`config.mk`:
```
export PLATFORM = sky130hd
export DESIGN_NAME = muldiv_unit
export DESIGN_NICKNAME = d
export VERILOG_FILES = /design/src/rtl/muldiv_pkg.sv /design/src/rtl/muldiv_decode.sv /design/src/rtl/muldiv_unit.sv
export SDC_FILE = /design/constraint.sdc
export NUM_CORES = 1
export LEC_CHECK = 0
export ABC_AREA = 1
export CAP_MARGIN = 20
export CORE_MARGIN = 8
export CORE_UTILIZATION = 25
export CTS_CLUSTER_DIAMETER = 50
export DETAILED_ROUTE_END_ITERATION = 10
export PLACE_DENSITY = 0.47
export SETUP_SLACK_MARGIN = 0.05
export SYNTH_ARGS = -nofsm -noshare
export SYNTH_HDL_FRONTEND = slang
export SYNTH_SLANG_ARGS = --single-unit
```
`constraint.sdc`:
```
create_clock -name clk -period 16.45 [get_ports clk]
set_input_delay 3.29 -clock clk [delete_from_list [all_inputs] [get_ports clk]]
set_output_delay 3.29 -clock clk [all_outputs]
set_load 0.05 [all_outputs]
```
`src/rtl/muldiv_pkg.sv`:
```
// rtl/muldiv_pkg.sv - shared types and encodings for the M-extension multiply/divide unit
package muldiv_pkg;

    typedef enum logic [1:0] {
        IDLE = 2'd0,
        CALC = 2'd1,
        FIX  = 2'd2,
        DONE = 2'd3
    } state_t;

    typedef enum logic [2:0] {
        OP_MUL    = 3'b000,
        OP_MULH   = 3'b001,
        OP_MULHSU = 3'b010,
        OP_MULHU  = 3'b011,
        OP_DIV    = 3'b100,
        OP_DIVU   = 3'b101,
        OP_REM    = 3'b110,
        OP_REMU   = 3'b111
    } op_t;

    localparam logic [6:0] OPC_OP    = 7'b0110011;
    localparam logic [6:0] F7_MULDIV = 7'b0000001;

endpackage

```
`src/rtl/muldiv_decode.sv`:
```
// rtl/muldiv_decode.sv - combinational M-op decode from the raw instruction word
module muldiv_decode
    import muldiv_pkg::*;
(
    input  logic [31:0] instr,
    output op_t         op,
    output logic        legal,
    output logic        signed_a,
    output logic        signed_b
);

    // register and rd fields play no part in selecting the operation
    logic unused_fields;
    assign unused_fields = ^{instr[24:15], instr[11:7]};

    // funct3 picks the op; operand signedness follows from the op
    always_comb begin
        op       = op_t'(instr[14:12]);
        legal    = (instr[6:0] == OPC_OP) && (instr[31:25] == F7_MULDIV);
        signed_a = (op == OP_MULH) || (op == OP_MULHSU) || (op == OP_DIV) || (op == OP_REM);
        signed_b = (op == OP_MULH) || (op == OP_DIV) || (op == OP_REM);
    end

endmodule

```
`src/rtl/muldiv_unit.sv`:
```
// rtl/muldiv_unit.sv - iterative radix-2 RV32M/RV64M multiply/divide execute unit
module muldiv_unit
    import muldiv_pkg::*;
#(
    parameter int unsigned XLEN         = 32,
    parameter bit          FAST_SPECIAL = 1'b1
) (
    input  logic            clk,
    input  logic            rst,
    input  logic            in_valid,
    output logic            in_ready,
    input  logic [31:0]     instr,
    input  logic [XLEN-1:0] rs1,
    input  logic [XLEN-1:0] rs2,
    input  logic            flush,
    output logic            out_valid,
    input  logic            out_ready,
    output logic [XLEN-1:0] result,
    output logic            illegal
);

    localparam int unsigned CW = $clog2(XLEN);
    localparam logic [XLEN-1:0] MOST_NEG = {1'b1, {(XLEN-1){1'b0}}};

    op_t  dec_op;
    logic dec_legal;
    logic dec_signed_a;
    logic dec_signed_b;

    muldiv_decode u_decode (
        .instr    (instr),
        .op       (dec_op),
        .legal    (dec_legal),
        .signed_a (dec_signed_a),
        .signed_b (dec_signed_b)
    );

    state_t              state_q, state_d;
    op_t                 op_q, op_d;
    logic [CW-1:0]       count_q, count_d;
    logic [2*XLEN-1:0]   acc_q, acc_d;
    logic [XLEN-1:0]     opnd_q, opnd_d;
    logic [XLEN-1:0]     rs1_q, rs1_d;
    logic                neg_a_q, neg_a_d;
    logic                neg_b_q, neg_b_d;
    logic                dz_q, dz_d;
    logic                ovf_q, ovf_d;
    logic [XLEN-1:0]     result_q, result_d;
    logic                illegal_q, illegal_d;

    // Architectural results for divide-by-zero and signed overflow
    function automatic logic [XLEN-1:0] special_res(input op_t op, input logic [XLEN-1:0] a,
                                                    input logic dz);
        if (dz)
            return ((op == OP_DIV) || (op == OP_DIVU)) ? {XLEN{1'b1}} : a;
        else
            return (op == OP_DIV) ? a : {XLEN{1'b0}};
    endfunction

    // Operand preparation at accept time: magnitudes plus sign flags
    logic            in_neg_a, in_neg_b, in_is_div, in_dz, in_ovf;
    logic [XLEN-1:0] abs_a, abs_b;
    assign in_neg_a  = dec_signed_a & rs1[XLEN-1];
    assign in_neg_b  = dec_signed_b & rs2[XLEN-1];
    assign abs_a     = in_neg_a ? -rs1 : rs1;
    assign abs_b     = in_neg_b ? -rs2 : rs2;
    assign in_is_div = dec_op[2];
    assign in_dz     = in_is_div & (rs2 == '0);
    assign in_ovf    = in_is_div & dec_signed_b & (rs1 == MOST_NEG) & (rs2 == {XLEN{1'b1}});

    // Shift-add step: low half holds the remaining multiplier bits
    logic [XLEN:0]     mul_sum;
    logic [2*XLEN-1:0] mul_next;
    assign mul_sum  = {1'b0, acc_q[2*XLEN-1:XLEN]} + (acc_q[0] ? {1'b0, opnd_q} : '0);
    assign mul_next = {mul_sum, acc_q[XLEN-1:1]};

    // Restoring divide step: upper half is the partial remainder, low half shifts in quotient bits
    logic [XLEN:0]     div_rem, div_diff;
    logic              div_ge;
    logic [2*XLEN-1:0] div_next;
    assign div_rem  = {acc_q[2*XLEN-1:XLEN], acc_q[XLEN-1]};
    assign div_diff = div_rem - {1'b0, opnd_q};
    assign div_ge   = div_rem >= {1'b0, opnd_q};
    assign div_next = {(div_ge ? div_diff[XLEN-1:0] : div_rem[XLEN-1:0]), acc_q[XLEN-2:0], div_ge};

    // Sign correction and final selection
    logic [2*XLEN-1:0] prod_fix;
    logic [XLEN-1:0]   quot_fix, rem_fix, fix_res;
    assign prod_fix = (neg_a_q ^ neg_b_q) ? -acc_q : acc_q;
    assign quot_fix = (neg_a_q ^ neg_b_q) ? -acc_q[XLEN-1:0] : acc_q[XLEN-1:0];
    assign rem_fix  = neg_a_q ? -acc_q[2*XLEN-1:XLEN] : acc_q[2*XLEN-1:XLEN];

    // Pick the half or quotient/remainder the op asks for, overriding special cases
    always_comb begin
        fix_res = '0;
        case (op_q)
            OP_MUL:                         fix_res = prod_fix[XLEN-1:0];
            OP_MULH, OP_MULHSU, OP_MULHU:   fix_res = prod_fix[2*XLEN-1:XLEN];
            OP_DIV, OP_DIVU:                fix_res = quot_fix;
            default:                        fix_res = rem_fix;
        endcase
        if (dz_q || ovf_q)
            fix_res = special_res(op_q, rs1_q, dz_q);
    end

    // Next-state and datapath control
    always_comb begin
        state_d   = state_q;
        op_d      = op_q;
        count_d   = count_q;
        acc_d     = acc_q;
        opnd_d    = opnd_q;
        rs1_d     = rs1_q;
        neg_a_d   = neg_a_q;
        neg_b_d   = neg_b_q;
        dz_d      = dz_q;
        ovf_d     = ovf_q;
        result_d  = result_q;
        illegal_d = illegal_q;
        case (state_q)
            IDLE: begin
                if (!flush && in_valid) begin
                    op_d      = dec_op;
                    illegal_d = !dec_legal;
                    rs1_d     = rs1;
                    neg_a_d   = in_neg_a;
                    neg_b_d   = in_neg_b;
                    dz_d      = in_dz;
                    ovf_d     = in_ovf;
                    count_d   = '0;
                    if (!dec_legal) begin
                        result_d = '0;
                        state_d  = DONE;
                    end else if (FAST_SPECIAL && (in_dz || in_ovf)) begin
                        result_d = special_res(dec_op, rs1, in_dz);
                        state_d  = DONE;
                    end else begin
                        acc_d   = in_is_div ? {{XLEN{1'b0}}, abs_a} : {{XLEN{1'b0}}, abs_b};
                        opnd_d  = in_is_div ? abs_b : abs_a;
                        state_d = CALC;
                    end
                end
            end
            CALC: begin
                if (flush) begin
                    state_d = IDLE;
                end else begin
                    acc_d   = op_q[2] ? div_next : mul_next;
                    count_d = count_q + 1'b1;
                    if (count_q == CW'(XLEN - 1))
                        state_d = FIX;
                end
            end
            FIX: begin
                if (flush) begin
                    state_d = IDLE;
                end else begin
                    result_d = fix_res;
                    state_d  = DONE;
                end
            end
            default: begin
                if (flush || out_ready)
                    state_d = IDLE;
            end
        endcase
    end

    // State and datapath registers
    always_ff @(posedge clk or posedge rst) begin
        if (rst) begin
            state_q   <= IDLE;
            op_q      <= OP_MUL;
            count_q   <= '0;
            acc_q     <= '0;
            opnd_q    <= '0;
            rs1_q     <= '0;
            neg_a_q   <= 1'b0;
            neg_b_q   <= 1'b0;
            dz_q      <= 1'b0;
            ovf_q     <= 1'b0;
            result_q  <= '0;
            illegal_q <= 1'b0;
        end else begin
            state_q   <= state_d;
            op_q      <= op_d;
            count_q   <= count_d;
            acc_q     <= acc_d;
            opnd_q    <= opnd_d;
            rs1_q     <= rs1_d;
            neg_a_q   <= neg_a_d;
            neg_b_q   <= neg_b_d;
            dz_q      <= dz_d;
            ovf_q     <= ovf_d;
            result_q  <= result_d;
            illegal_q <= illegal_d;
        end
    end

    assign in_ready  = (state_q == IDLE);
    assign out_valid = (state_q == DONE);
    assign result    = result_q;
    assign illegal   = illegal_q;

endmodule
```
==> results of run 1 <==
==> cells in the final DEF (no fill, tap or decap), types with 6 or more instances in the layout <==
cell type	netlist	layout
nand2_1	1024	1024
nor2_1	502	500
inv_1	394	391
o21ai_0	295	295
nand3_1	292	292
a21oi_1	228	228
dfrtp_1	175	173
clkdlybuf4s50_1	0	119
ha_1	75	75
xor2_1	59	59
o21ai_1	57	57
nand4_1	40	40
nor3_1	35	35
o211ai_1	29	29
a31oi_1	27	27
a21boi_1	27	27
buf_4	5	24
inv_2	19	19
clkbuf_16	0	17
xnor2_1	15	15
nor4_1	11	11
a21o_1	8	8
nand3b_1	8	8
nand2_2	7	7
inv_8	0	7
o21bai_1	6	6
nor2_2	4	6
o21a_1	6	6
==> routing by layer <==
layer	share of wire [%]	global-route usage, %	up-vias	wire length [µm]
li1	-	-	11445	-
met1	45	28.62	10824	43540
met2	45	34.06	793	43620
met3	6.6	3.648	134	6446
met4	4.3	8.372	2	4165
met5	0.013	0	-	13
==> registers in the layout, summed over array words and instances (netlist names), 2 cells and up <==
name and flops:
state_q 2, acc_q 64, op_q 3, result 32, opnd_q 32, rs1_q 32, count_q 5
==> worst min path at each step <==
stage / slack, ps / depth (start not counted) / endpoint / startpoint
2_1_floorplan: 440 / 2 / rs1_q[10]$_DFFE_PP0P_ / rs1_q[10]$_DFFE_PP0P_
5_1_grt: 500 / 2 / rs1_q[29]$_DFFE_PP0P_ / rs1_q[29]$_DFFE_PP0P_
3_3_place_gp: 450 / 2 / rs1_q[8]$_DFFE_PP0P_ / rs1_q[8]$_DFFE_PP0P_
6_report: 470 / 2 / rs1_q[16]$_DFFE_PP0P_ / rs1_q[16]$_DFFE_PP0P_
4_1_cts: 470 / 2 / rs1_q[16]$_DFFE_PP0P_ / rs1_q[16]$_DFFE_PP0P_
3_5_place_dp: 450 / 2 / rs1_q[16]$_DFFE_PP0P_ / rs1_q[16]$_DFFE_PP0P_
==> layout make-up <==
cell class	count	share of cell area, %
clock buffers	17	1.878
diodes	1	0.01105
well taps	1050	5.800
repair buffers	146	6.286
inverters	414	6.894
clock inverters	15	0.7457
flip-flops and latches	175	19.34
multi-input cells	2792	59.04
==> worst reg2reg max path, stage by stage, from the launching register on <==
cell and delay [ps]:
dfrtp_2 930, nand2_1 130, inv_1 80, ha_1 180, inv_1 60, fa_1 410, o21ai_0 810, a21oi_1 320
o21ai_0 420, nand3_1 220, nand3_1 140, nand3_1 80, nand3_1 130, nand2_1 60
==> per-stage QoR <==
| stage | cells | power (mW) | setup slack [ps] | cell area, µm² |
|---|---|---|---|---|
| global route | 4609 | 4.830 | 9663 | 22650 |
| CTS | 4608 | 4.441 | 9492 | 22630 |
| detailed placement | 4576 | 3.980 | 8942 | 22030 |
| floorplan | 3516 | 2.804 | 8415 | 19870 |
| finish | 4610 | 4.484 | 9949 | 22650 |
| global placement | 4575 | 3.983 | 8969 | 22010 |
==> cell families after synthesis <==
kind of cell               Yosys count  synth area share (%)
AOI/OAI and AO/OA                  698                 18.96
DFF                                175                 22.04
adders and majority gates           77                 4.925
buffers and inverters              549                 10.70
xor gates and xnor gates            74                 3.263
and+or+nand+nor                   1943                 40.10
==> power by group through the flow <==
stage               Combinational, mW  Sequential [mW]  Clock, mW
global placement                 3.12            0.862          0
finish                           3.18            0.859      0.445
detailed placement               3.12            0.861          0
floorplan                        1.93            0.877          0
global route                     3.48            0.878      0.468
CTS                              3.13            0.853      0.454
==> impl_metrics.tcl, run 1 <==
set metrics [dict create \
    drive_gt1_share_pct 3.063 \
    grtUsageTotal_pct 21.38 \
    max_stage_delay_ps 590 \
    synth_area_per_cell_um2 5.650 \
    cp_top_family "simple AND/OR/NAND/NOR gates" \
    clkPwrFrac_pct 9.9 \
    cts_hold_buf 0 \
    holdWs_ps 471.1 \
    vias_per_cell 5.032 \
    synthCells 3516 \
    layout_min_cycle_time_ps 6501 \
    cts_tree "yes" \
    cts_setup_buffers 0 \
    r2r_slack_ps 12380 \
    synth_edf_count 0 \
    crit_start "rs1[0]" \
    seq_area_um2 4382 \
    grt_max_degree 114 \
    p_int_mw 1.697 \
    rows 103 \
    cp_max_fo 24 \
    final_util_pct 28.72 \
    die_area_um2 88740 \
    post_cts_resize_count 0 \
    dpl.hpwl_um 77660 \
    clkSinkCount 175 \
    cp-start-kind "input pin" \
    tightest_slew_ps 1045 \
    setup_viol 0 \
    synth_top_cell_area_share_pct 22.04 \
    clock.fmax_ghz 0.1538 \
    outcome "completed" \
    clkSlewWorstSetupHoldPaths_ps 80 \
    routed_wl_um 97790 \
    start_util_pct 25.19 \
    drt_iter0_drc 2280 \
    wl_per_cell_um 21.21 \
    switching_share_pct 62.15 \
    drv_slew 0 \
    r2r-end "acc_q[59]$_DFFE_PP0P_" \
    yosys_warnings 0 \
    synthDistinctLibCells 47 \
    vias 23198 \
    cp_slowest_cell "clkdlybuf4s50_1" \
    finalSetupTns_ps 0 \
    p_seq_share_pct 19.2 \
    synthTopCellsByCount "1,024 x nand2_1, 502 x nor2_1, 394 x inv_1" \
    htreeDepth 4 \
    worstPathCellList "clkdlybuf4s50_1, inv_1, ha_1, nand4_1, nor2_2, nand2_1, nor2_1, nand3b_1, nand3_2, nand2_2, nand2_2, nor2_1, nand3_1, o21ai_1" \
    yosys.area.top_type "dfrtp_1" \
    cts-root-buf "clkbuf_16" \
    yosysSeqAreaShare_pct 22.04 \
    crit_cells 14 \
    critical_path_required_ps 16820 \
    routabilityCongestion 0.9800 \
    finClkSkew_ps 23.50 \
    rsz0062_at_grt "no" \
    slew_headroom_pct 30.25 \
    overflow 0 \
    combPwrFrac_pct 70.9 \
    period_share_pct 39.52 \
    ys_ff_latch 175 \
    timing.rr.start "acc_q[0]$_DFFE_PP0P_" \
    crit_arrival_ps 6870 \
    cts_made_buffers 17 \
    numPortBuffers 120 \
    crit_end "acc_q[50]$_DFFE_PP0P_" \
    multi_input_area_um2 13370 \
    drv_cap 0 \
    fin_nets 3724 \
    leakage_nw 10.83 \
    synth.area.top_cells "dfrtp_1 22%, nand2_1 19%, nor2_1 9.5%, inv_1 7.4%, o21ai_0 7.4%" \
    power_switching_mw 2.787 \
    cp_num_buf_inv 2 \
    io_pins 136 \
    grt_pass1_wl_um 144200 \
    syn-cell-area_um2 19870 \
    drc 0 \
    power_density_nw_per_um2 198.0 \
    grt_pass1_vias 21883 \
    end_kind "flip-flop" \
    fp.coreArea_um2 78870 \
    insertion_delay_ps 530 \
    reg2regPathDepth 13 \
    synthArstFlopShare_pct 100.0 \
    synthFlopType "dfrtp_1" \
    hold_viol_final 0 \
    die_h_um 297.9 \
    path_class "input pin to flip-flop" \
    max-vdd-ir-drop_mv 0.1121 \
    cts.path.max_buffers 2 \
    syn_to_final_growth_pct 14.02 \
    min-delay-path-class "flip-flop to flip-flop" \
    ant_nets 0 \
    synth_fp_nets 3694 \
    synth.most_common_cell "nand2_1" \
    nFillCells 9176 \
    drt_first_pass_iters 8 \
    die_w_um 297.9 \
    antenna_found_initial 2 \
]
Note: power is estimated with default switching activity, not from simulation.
==> inputs of run 2 (changes only) <==
Clock period 16.45 ns to 6.7 ns, I/O delays scaled along.
==> impl_metrics.tcl, run 2 (synthesis results as in run 1) <==
set metrics [dict create \
    layout_commonest_cell "nand2_1" \
    grt_pass1_wl_um 143400 \
    cp_num_buf_inv 3 \
    top_register "acc_q" \
    cp_max_fo 24 \
    syn_to_final_growth_pct 14.15 \
    die_w_um 297.9 \
    min-delay-path-class "flip-flop to flip-flop" \
    finClkSkew_ps 15.72 \
    drc 0 \
    cts_tree "yes" \
    cp-start-kind "input pin" \
    wl_per_cell_um 21.18 \
    die_h_um 297.9 \
    drt_first_pass_iters 6 \
    cts_hold_buf 0 \
    ant_nets 0 \
    clock.fmax_ghz 0.2319 \
    setup_viol 0 \
    max-vdd-ir-drop_mv 0.3500 \
    fp.coreArea_um2 78870 \
    power_density_nw_per_um2 488.2 \
    post_dp_cell_area_um2 22050 \
    post_cts_resize_count 0 \
    drv_cap 0 \
    grt_max_degree 89 \
    cts_made_buffers 17 \
    drive_gt1_share_pct 3.089 \
    largest_reg_flops 64 \
    final_util_pct 28.75 \
    hold_viol_final 0 \
    dpl.hpwl_um 77750 \
    total_power_mw 11.07 \
    cp_top_family "simple AND/OR/NAND/NOR gates" \
    leakage_nw 10.84 \
    cts.path.max_buffers 2 \
    cts_setup_buffers 0 \
    die_area_um2 88740 \
    clkSinkCount 175 \
    clkSlewWorstSetupHoldPaths_ps 80 \
    tightest_slew_ps 1090 \
    numPortBuffers 120 \
    slew_headroom_pct 26.60 \
    finalSetupTns_ps 0 \
    routed_wl_um 97650 \
    outcome "completed" \
    period_share_pct 64.37 \
    vias_per_cell 5.098 \
    worstPathCellList "clkdlybuf4s50_1, buf_4, inv_1, ha_1, nand4_1, nor2_2, nand2_1, nor2_1, nand3b_1, nand3_2, nand2_2, nand2_2, nor2_1, nand2_1, o21ai_1" \
    layout_common_cells "1,024 x nand2_1, 500 x nor2_1, 391 x inv_1, 295 x o21ai_0, 292 x nand3_1" \
    vias 23507 \
    layout_min_cycle_time_ps 4313 \
    routabilityCongestion 0.9870 \
    grt_pass1_vias 21768 \
    crit_arrival_ps 4680 \
    cts-root-buf "clkbuf_16" \
    final_area_um2 22680 \
    insertion_delay_ps 520 \
    drv_slew 0 \
    cp_slowest_cell "nand2_2" \
    max_stage_delay_ps 620 \
    htreeDepth 4 \
    critical_path_required_ps 7070 \
    path_class "input pin to flip-flop" \
    overflow 0 \
    start_util_pct 25.19 \
    antenna_found_initial 2 \
    rows 103 \
    grtUsageTotal_pct 21.18 \
    io_pins 136 \
    drt_iter0_drc 2508 \
    fin_nets 3726 \
    end_kind "flip-flop" \
    rsz0062_at_grt "no" \
    n_antenna_cell 0 \
]
[run 2: changes by cell type in the layout (fill, tap and decap cells not counted), sizes merged]
cell / previous run / this run
inv: 419 / 417
buf: 27 / 29
bufinv: 0 / 2
diode: 1 / 0
[run 2: final cells by class]
type	instances	area, µm²
fill	9182	56190
multi-input combinational	2792	13370
sequential	175	4380
inverter	414	1562
timing repair buffer	148	1426
tap	1050	1314
clock buffer	17	425.4
clock inverter	15	196.4
[run 2: worst min-delay path, stage by stage (launching register included)]
cell and delay (ps):
dfrtp_1 350, nand2_1 50, nand2_1 50
[run 2: path summary, 6_finish.rpt]
kind                                  startpoint                     end  slack (ps)  cells past startpoint
max                                       rs1[0]   acc_q[63]$_DFFE_PP0P_        2390                     15
min                        rs1_q[16]$_DFFE_PP0P_   rs1_q[16]$_DFFE_PP0P_         480                      2
max reg2reg                 acc_q[0]$_DFFE_PP0P_   acc_q[43]$_DFFE_PP0P_        2530                     14
min reg2reg                rs1_q[16]$_DFFE_PP0P_   rs1_q[16]$_DFFE_PP0P_         480                      2
max in group asynchronous                    rst   acc_q[59]$_DFFE_PP0P_        4200                      3
min in group asynchronous                    rst  count_q[1]$_DFFE_PP0P_        1340                      2
[run 2: power by group]
group	switching, mW	internal (mW)	total [mW]	leakage, nW
combinational	5.60	2.20	7.80	8.44
sequential	0.678	1.46	2.14	2.10
clock	0.565	0.568	1.13	0.304
total	6.85	4.23	11.1	10.8
[run 2: routing by layer]
| layer | up-vias | share of wire (%) | track usage, % |
|---|---|---|---|
| met5 | - | 0.028 | 0 |
| met4 | 4 | 3.8 | 7.842 |
| met3 | 142 | 6.2 | 3.619 |
| met2 | 840 | 45 | 33.70 |
| met1 | 11039 | 45 | 28.56 |
| li1 | 11482 | - | - |
[run 2: per-stage QoR]
stage	hold slack (ps)	worst slack (ps)	std cells
floorplan	436.7	614.8	3516
global placement	449.1	1871	4578
detailed placement	453.0	1832	4579
CTS	472.3	2386	4611
global route	497.9	2157	4611
finish	475.0	2387	4611
==> inputs of run 3 (changes only) <==
Settings changed: PLACE_DENSITY 0.47 to 0.49.
Clock period 6.7 ns to 3.8 ns, I/O delays scaled along.
==> impl_metrics.tcl, run 3 (synthesis results as in run 1) <==
set metrics [dict create \
    outcome "completed" \
    path_common_cell "nand2_1" \
    cts.path.max_buffers 2 \
    tightest_slew_ps 1057 \
    worstPathCellList "clkdlybuf4s50_1, inv_1, ha_1, inv_1, nor3_2, inv_2, nor2_2, nand2_1, nor2_1, nand2_1, nand2_1, nor4_4, inv_2, nand2_1, o21ai_1" \
    nFillCells 9157 \
    period_share_pct 88.01 \
    dpl.hpwl_um 81930 \
    end_kind "flip-flop" \
    crit_arrival_ps 3720 \
    syn_to_final_growth_pct 18.88 \
    cts_hold_buf 0 \
    cp_max_fo 22 \
    finClkSkew_ps 18.55 \
    finalWorstSetupSlack_ps 455.5 \
    grt_pass1_wl_um 148600 \
    leakage_nw 11.44 \
    cp_top_family "simple AND/OR/NAND/NOR gates" \
    drt_first_pass_iters 6 \
    cp_slowest_cell "nor4_4" \
    vias_per_cell 5.079 \
    power_density_nw_per_um2 849.6 \
    clkSlewWorstSetupHoldPaths_ps 70 \
    pre_cts_ws_ps -13.93 \
    vias 23993 \
    drv_cap 0 \
    min-delay-path-class "flip-flop to flip-flop" \
    clkSinkCount 175 \
    slew_headroom_pct 28.98 \
    fp.coreArea_um2 78870 \
    cp-start-kind "input pin" \
    drv_slew 0 \
    cts_tree "yes" \
    power_switching_mw 12.15 \
    max-vdd-ir-drop_mv 0.4325 \
    htreeDepth 4 \
    ant_nets 0 \
    cp_num_buf_inv 5 \
    routabilityCongestion 1.019 \
    routed_wl_um 100500 \
    layout_common_cells "1,024 x nand2_1, 500 x nor2_1, 392 x inv_1, 295 x o21ai_0, 292 x nand3_1" \
    hold_viol_final 0 \
    numPortBuffers 120 \
    die_h_um 297.9 \
    switching_share_pct 60.54 \
    p_seq_share_pct 16.7 \
    final_util_pct 29.94 \
    insertion_delay_ps 510 \
    layout_min_cycle_time_ps 3344 \
    combPwrFrac_pct 73.4 \
    die_w_um 297.9 \
    rows 103 \
    finalSetupTns_ps 0 \
    largest_reg_flops 64 \
    path_class "input pin to flip-flop" \
    p_int_mw 7.918 \
    total_power_mw 20.06 \
    grt_pass1_vias 22532 \
    clock.fmax_ghz 0.2990 \
    grt_max_degree 73 \
    cts_made_buffers 17 \
    rsz0062_at_grt "no" \
    cts_setup_buffers 0 \
    die_area_um2 88740 \
    setup_viol 0 \
    clkPwrFrac_pct 10.0 \
    antenna_found_initial 3 \
    fin_nets 3838 \
    max_stage_delay_ps 800 \
    drive_gt1_share_pct 6.044 \
    top_register "acc_q" \
    io_pins 136 \
    start_util_pct 25.19 \
    cts-root-buf "clkbuf_16" \
    grtUsageTotal_pct 21.93 \
    drt_iter0_drc 2437 \
    post_cts_resize_count 0 \
    critical_path_required_ps 4170 \
    drc 0 \
    overflow 0 \
    layout_commonest_cell "nand2_1" \
    wl_per_cell_um 21.27 \
]
-- run 3: cell count changes in the layout (fill, tap and decap cells not counted), sizes merged --
| cell | delta |
|---|---|
| bufinv | +1 |
| clkinvlp | +2 |
| clkinv | -4 |
| clkbuf | +2 |
| inv | -1 |
| buf | +112 |
| diode | +1 |
-- run 3: tightest hold or removal path, stage by stage, from the launching register on --
cell and delay, ps:
dfrtp_1 340, nand2_1 50, nand2_1 50
-- run 3: worst paths after layout --
check,from,end,slack (ps),cells past startpoint
max,rs2[0],opnd_q[13]$_DFFE_PP0P_,460,15
min,rs1_q[16]$_DFFE_PP0P_,rs1_q[16]$_DFFE_PP0P_,470,2
max reg2reg,acc_q[32]$_DFFE_PP0P_,acc_q[57]$_DFFE_PP0P_,600,14
min reg2reg,rs1_q[16]$_DFFE_PP0P_,rs1_q[16]$_DFFE_PP0P_,470,2
max in group asynchronous,rst,acc_q[63]$_DFFE_PP0P_,2390,3
min in group asynchronous,rst,count_q[0]$_DFFE_PP0P_,670,2
-- run 3: stage by stage --
stage          hold WS, ps  instances  area, µm²
6_report             474.2       4724      23620
5_1_grt              489.7       4723      23610
4_1_cts              472.7       4723      23610
3_5_place_dp         454.5       4691      22980
3_3_place_gp         447.8       4691      22980
2_1_floorplan        436.7       3516      19870
-- run 3: layout make-up --
cell class / instances / area, µm² / share of cell area, %
clock inverter: 13 / 175.2 / 0.7418
timing repair buffer: 260 / 2360 / 9.993
clock buffer: 19 / 452.9 / 1.918
tap: 1050 / 1314 / 5.563
sequential: 175 / 4380 / 18.55
antenna: 1 / 2.502 / 0.01060
inverter: 414 / 1558 / 6.596
multi-input combinational: 2792 / 13370 / 56.63
-- run 3: power by group through the flow --
stage,clock network [mW],registers (mW),logic [mW]
6_report,2.00,3.35,14.7
5_1_grt,2.08,3.42,16.0
4_1_cts,2.03,3.33,14.5
3_5_place_dp,0,3.36,14.4
3_3_place_gp,0,3.35,14.4
2_1_floorplan,0,3.80,8.34
-- run 3: metal layers --
| metal | GRT usage, % | up-vias | wire length, µm |
|---|---|---|---|
| li1 | - | 11677 | - |
| met1 | 29.61 | 11182 | 44570 |
| met2 | 35.11 | 965 | 45000 |
| met3 | 3.314 | 165 | 7114 |
| met4 | 8.245 | 4 | 3789 |
| met5 | 0 | - | 23 |
